<file path="config.mk">
export PLATFORM = sky130hd
export DESIGN_NAME = ps_inserter
export DESIGN_NICKNAME = d
export VERILOG_FILES = /design/src/rtl/ps_inserter_pkg.sv /design/src/rtl/ps_inserter.sv
export SDC_FILE = /design/constraint.sdc
export NUM_CORES = 1
export LEC_CHECK = 0
export ABC_AREA = 1
export CAP_MARGIN = 10
export CORE_ASPECT_RATIO = 1.2
export CORE_MARGIN = 8
export CORE_UTILIZATION = 41
export DETAILED_ROUTE_END_ITERATION = 7
export PLACE_DENSITY_LB_ADDON = 0.1
export SLEW_MARGIN = 15
export SYNTH_ARGS = -nofsm -noshare
export SYNTH_HDL_FRONTEND = slang
export SYNTH_SLANG_ARGS = --single-unit
</file>
<file path="constraint.sdc">
create_clock -name clk -period 1.99 [get_ports clk]
set_input_delay 0.2985 -clock clk [delete_from_list [all_inputs] [get_ports clk]]
set_output_delay 0.2985 -clock clk [all_outputs]
set_load 0.02 [all_outputs]
</file>
<file path="src/rtl/ps_inserter_pkg.sv">
// Shared types for the PacketStream packet inserter.
package ps_inserter_pkg;

    typedef enum logic [0:0] {
        PASS   = 1'b0,
        INSERT = 1'b1
    } state_t;

endpackage

</file>
<file path="src/rtl/ps_inserter.sv">
// PacketStream inserter: injects a locally generated packet between inbound packets.
// Define PS_INSERTER_INCR_EN for an incrementing fill pattern instead of a constant one.
module ps_inserter
    import ps_inserter_pkg::*;
#(
    parameter int WIDTH  = 8,
    parameter int LWIDTH = 16
) (
    input  logic              reset,
    input  logic              clk,
    input  logic              insert,
    input  logic [LWIDTH-1:0] ins_len,
    input  logic [WIDTH-1:0]  ins_dat,
    output logic              busy,
    output logic              winserted,
    output logic              pinserted,
    input  logic [WIDTH-1:0]  i_dat,
    input  logic              i_val,
    input  logic              i_eop,
    output logic              i_rdy,
    output logic [WIDTH-1:0]  o_dat,
    output logic              o_val,
    output logic              o_eop,
    input  logic              o_rdy
);

    // Handshake: a word moves on a side when val & rdy are both high at the clock edge;
    // a word offered with val high holds dat/eop until it is taken.

    localparam logic [LWIDTH-1:0] L_ONE = LWIDTH'(1);

    state_t            state;
    logic              bnd;
    logic [LWIDTH-1:0] cnt;
    logic [LWIDTH-1:0] len_q;
    logic [WIDTH-1:0]  dat_q;
    logic [WIDTH-1:0]  fill;
    logic              last;
    logic              grant;

`ifdef PS_INSERTER_INCR_EN
    assign fill = dat_q + WIDTH'(cnt);
`else
    assign fill = dat_q;
`endif

    assign last = (cnt == len_q - L_ONE);

    always_comb begin
        busy  = (state == INSERT);
        grant = (state == PASS) && bnd && insert && (ins_len != '0);
        o_dat = i_dat;
        o_val = i_val;
        o_eop = i_eop;
        i_rdy = o_rdy;
        if (busy) begin
            o_dat = fill;
            o_val = 1'b1;
            o_eop = last;
            i_rdy = 1'b0;
        end else if (grant) begin
            // Grant cycle is idle on both sides; first fill word follows next cycle.
            o_val = 1'b0;
            i_rdy = 1'b0;
        end
        winserted = busy && o_rdy;
        pinserted = winserted && o_eop;
    end

    always_ff @(posedge clk or negedge reset) begin
        if (!reset) begin
            state <= PASS;
            bnd   <= 1'b1;
            cnt   <= '0;
            len_q <= '0;
            dat_q <= '0;
        end else begin
            if (i_val && i_rdy) begin
                bnd <= i_eop;
            end
            case (state)
                PASS: begin
                    if (grant) begin
                        state <= INSERT;
                        len_q <= ins_len;
                        dat_q <= ins_dat;
                        cnt   <= '0;
                    end
                end
                INSERT: begin
                    if (o_rdy) begin
                        cnt <= cnt + L_ONE;
                        if (last) begin
                            state <= PASS;
                        end
                    end
                end
                default: state <= PASS;
            endcase
        end
    end

endmodule

</file>
# Word level (Yosys, flattened, before mapping)
# Index checks and enable logic that the tools add are counted.
[word_totals]
ff_bits = 42
out_inout_bits = 14
word_cells = 33
[classes]
eq_ne = 3
bitwise_logic = 1
reduce_logical = 9
muxes = 13
add_sub_neg = 2
[op_table]
columns = ["cell", "count"]
rows = [
  ["two-way mux 16 bit", 2],
  ["one-hot mux 16 bit (2 select lines)", 1],
  ["adder 16 x 1 -> 16 bit, second input constant", 1],
  ["== test 16 bit", 1],
  ["nonzero test 16 bit", 1],
  ["subtractor 16 x 1 -> 16 bit, second input constant", 1],
  ["two-way mux 1 bit", 8],
  ["two-way mux 8 bit", 1],
  ["logical AND 1 bit", 6],
  ["!= test 2 bit, second input constant", 2],
  ["AND reduction 2 bit", 2],
  ["one-hot mux 1 bit (2 select lines)", 1],
  ["inverter 1 bit", 1],
]

# Longest topological paths before layout
# Gate-level depths: netlist of the first run.
[depth]
ltp_word = 7
ltp_mapped = 14
mapped_depth_nobuf = 14

# Least setup slack after synthesis of the first run
# No wires, ideal clock.
[synth_timing]
kind = "reg-to-output"
from = "register len_q[0]"
to = "output pinserted"
slack_ps = -41
path_stages_with_launch = 13
t_arrival_ps = 1732
n_path_buf = 0
required_time_ps = 1691
path_cell_list = "dfrtp_1 -> inv_1 -> ha_1 -> nand2_4 -> nor2_8 -> nand2_1 -> nand2_1 -> inv_1 -> nor2_1 -> nand3_1 -> nor2_1 -> nand3_1 -> nor2_1"
[synth_between]
elab_chain_cells = 4
[synth_lines]
columns = ["element", "line_no", "text"]
rows = [
  ["start, declared", "ps_inserter.sv:35", "logic [LWIDTH-1:0] len_q;"],
  ["start signal, assigned", "ps_inserter.sv:85", "len_q <= ins_len;"],
  ["subtractor 16 x 1 -> 16 bit", "ps_inserter.sv:47", "assign last = (cnt == len_q - L_ONE);"],
  ["== test 16 bit", "ps_inserter.sv:47", ""],
  ["two-way mux 1 bit", "ps_inserter.sv:56", "if (busy) begin"],
  ["logical AND 1 bit", "ps_inserter.sv:67", "pinserted = winserted && o_eop;"],
  ["end, declared", "ps_inserter.sv:16", "output logic pinserted,"],
]
# No other way between the ends.

# Final worst setup path of the first run
[layout_timing]
from = "register len_q[1]"
to = "output pinserted"
# The elaborated chain is that of the path after synthesis.

==> results of run 1 <==
-- placed cells by master, fill, tap and decap left out, types with 2 or more instances in the layout --
master	instances
buf_2	2
buf_4	71
buf_6	4
clkbuf_8	5
clkdlybuf4s50_1	30
dfrtp_1	39
dfrtp_2	2
dlygate4sd2_1	11
dlymetal6s2s_1	5
inv_1	45
inv_2	9
nand2_1	162
nand2_2	9
nand2_4	3
nand3_1	29
nand3_2	3
nand3b_1	7
nand4_1	13
nor2_1	32
nor2_2	7
nor2_4	6
nor2_8	2
nor3_1	7
nor3_2	2
nor4_4	2
o21ai_0	28
o21ai_1	3
o31ai_1	5
xnor2_1	5
xor2_1	10
-- final cells by class --
| class | instances | area [um2] | area share (%) |
|---|---|---|---|
| Clock buffer | 5 | 68.8 | 1.59 |
| Clock inverter | 3 | 21.3 | 0.493 |
| Timing Repair Buffer | 124 | 1070 | 24.7 |
| Inverter | 55 | 206 | 4.78 |
| Sequential cell | 42 | 1050 | 24.4 |
| Tap cell | 90 | 113 | 2.61 |
| Multi-Input combinational cell | 344 | 1780 | 41.3 |
-- metal layers --
layer / global-route usage, % / vias up
li1: - / 1668
met1: 20.8 / 1482
met2: 31.9 / 76
met3: 4.10 / 10
met4: 5.68 / 0
met5: 0 / -
-- power by group through the flow --
stage	Sequential (uW)	Combinational, uW	Clock, uW
final	1000	845	571
after global routing	1010	941	619
after CTS	1010	814	591
after detailed placement	1020	804	0
after global placement	1020	793	0
after floorplan	1000	390	0
-- registers in the layout (all words and copies together) (netlist names) --
register and cells:
len_q 16, busy 1, cnt 16, bnd 1, dat_q 8
-- worst paths after layout --
kind	from	to
setup / recovery	len_q[1]	pinserted
hold / removal	reset	cnt[2]
setup reg to reg	len_q[1]	busy
hold reg to reg	dat_q[4]	dat_q[4]
max in group asynchronous	reset	len_q[15]
min in group clk	ins_len[3]	len_q[3]
-- cell families (layout without fill, tap and decap cells) --
kind of cell	count (synthesis)	after routing	synth area share (%)
AOI/OAI and AO/OA	38	38	6.79
xor gates and xnor gates	15	15	4.40
adders and majority gates	2	2	0.838
buffers and inverters	67	187	8.76
DFF	42	42	35.3
and+or+nand+nor	289	289	43.9
-- metrics by stage --
step / setup WS [ps] / utilization, % / hold WS [ps]
6_report: -418 / 60.4 / 16.0
3_3_place_gp: -733 / 57.1 / 349
4_1_cts: -336 / 58.9 / 28.0
5_1_grt: -567 / 60.4 / 67.0
2_1_floorplan: 32.1 / - / 2.91
3_5_place_dp: -681 / 57.1 / 357
-- what timing repair did --
item                       CTS  global route
setup endpoints to repair   29            19
setup buffers                0             4
gates resized for setup     49            28
pin swaps                    6            14
==> results.yml, run 1 <==
clock_network:
  htree_levels: 2
  clockRootBuffer: "clkbuf_8"
  clkSinkCount: 42
  cts_hold_buffers: 0
  path_clk_slew_ps: 90
  cts-buffers-inserted: 5
  clock_latency_ps: 300
  cts_max_path_buffers: 2
  cts_tree: "yes"
finish:
  final_cell_area_mm2: 0.00432
  area_growth_pct: 44.6
  layoutNonFillerInstCount: 663
  nets: 612
  drive_gt1_share_pct: 23.6
  fillCellCount: 716
  diodes: 0
logic_synthesis:
  syn_area_mm2: 0.00298
  yosys-top-cells-area: "dfrtp_1, nand2_1, inv_1"
  yosys_warnings: 0
  syn_avg_cell_area_um2: 6.59
  yosysMostFrequentCell: "nand2_1"
  ys_seq_elements: 42
  synth_edf_count: 0
  synth_top_flop_cell: "dfrtp_1"
  synth_seq_area_share_pct: 35.3
  synthArstFlopShare_pct: 100
  yosys.cell_types.count: 35
  synth_top_area_share_pct: 34.4
  ys_top_cells_by_count: "nand2_1, inv_1, dfrtp_1"
  synth_area_leader_cell: "dfrtp_1"
  synth_fp_nets: 493
  synthCells: 453
global_route:
  gr-total-overflow: 0
  grt_pass1_vias: 3277
  antenna_found_initial: 0
  grt_first_pass_wirelength_um: 14800
  track_usage_pct: 17.9
  grt_max_degree: 30
critical_path:
  critPathLaunchType: "flop"
  path_class: "reg -> out"
  critPathRequiredTime_ps: 1690
  reg2reg_depth: 15
  ff2ff_setup_slack_ps: 140
  slowest_delay_ps: 390
  crit_fanout: 4
  crit_buf_inv: 4
  worstSetupPathDepth: 15
  crit_slowest_cell: "dfrtp_1"
  crit_chain: "inv_2 -> ha_4 -> inv_2 -> nand2_2 -> nand2_2 -> nand2_2 -> nand2_2 -> inv_2 -> nand3_2 -> nor2_1 -> nand3_1 -> nor2_1 -> nand3_1 -> nor2_2 -> buf_6"
  crit_top_cell: "nand2_2"
  cp_data_arrival_time_ps: 2110
  cp_top_family: "simple AND/OR/NAND/NOR gates"
  worst_setup_path_end_kind: "output pin"
timing:
  fin_worst_skew_ps: 5.86
  slew_headroom_pct: 57.8
  post-route-min-period_ps: 2410
  fin_crit_sh_pct: 121
  hold_viol_final: 0
  fmax_mhz: 415
  timing.final.ws_setup_ps: -418
  finalMaxSlewViolations: 0
  rsz0062_at_grt: "yes"
  setup_viol: 2
  worstMarginPinSlew_ps: 633
  tns_ps: -775
floorplanning:
  die_h_um: 109
  dieArea_mm2: 0.0103
  io_pins: 52
  dieWidth_um: 93.9
  core-area_mm2: 0.00715
  fp-row-count: 34
  start_util_pct: 41.8
placement:
  place_congestion: 0.889
  port_buffers: 51
  dp.cells: 651
  dp_hpwl_um: 7010
  placed_cell_area_mm2: 0.00408
power:
  p_seq_share_pct: 41.5
  ir_worst_vdd_v: 0.000316
  comb_power_share_pct: 34.9
  p_leak_uw: 0.00232
  p_sw_uw: 836
  finalPower_uw: 2420
  p_int_uw: 1580
  power_per_cell_area_mw_per_mm2: 561
  clockPowerShare_pct: 23.6
  p_sw_share_pct: 34.5
routing:
  drt_iter0_drc: 110
  vias: 3236
  route.detailed.drc: 0
  dr_wl_met2_um: 4300
  drt_first_pass_iters: 6
  avgViaCountPerCell: 4.88
  postRouteWirelength_um: 8810
  topRoutingLayerUsed: "met4"
  dr_wl_met3_um: 419
  antenna_left: 0
  wl_met1_um: 3930
  wire_per_inst_um: 13.3
worst_hold_path:
  holdCritPathClass: "in -> async"
flow_run:
  drv_cap: 0
outcome:
  status: "complete, but fails checks"
  violations: "setup timing"
(Power assumes the default switching activity.)
==> run 2: changes to the inputs <==
--- a/config.mk
+++ b/config.mk
@@ -10,6 +10,7 @@
 export CORE_ASPECT_RATIO = 1.2
 export CORE_MARGIN = 8
 export CORE_UTILIZATION = 41
+export CTS_CLUSTER_SIZE = 8
 export DETAILED_ROUTE_END_ITERATION = 7
 export PLACE_DENSITY_LB_ADDON = 0.1
 export SLEW_MARGIN = 15
==> results of run 2 <==
Same layout as run 1: the final DEF is identical, and so are final timing and power.
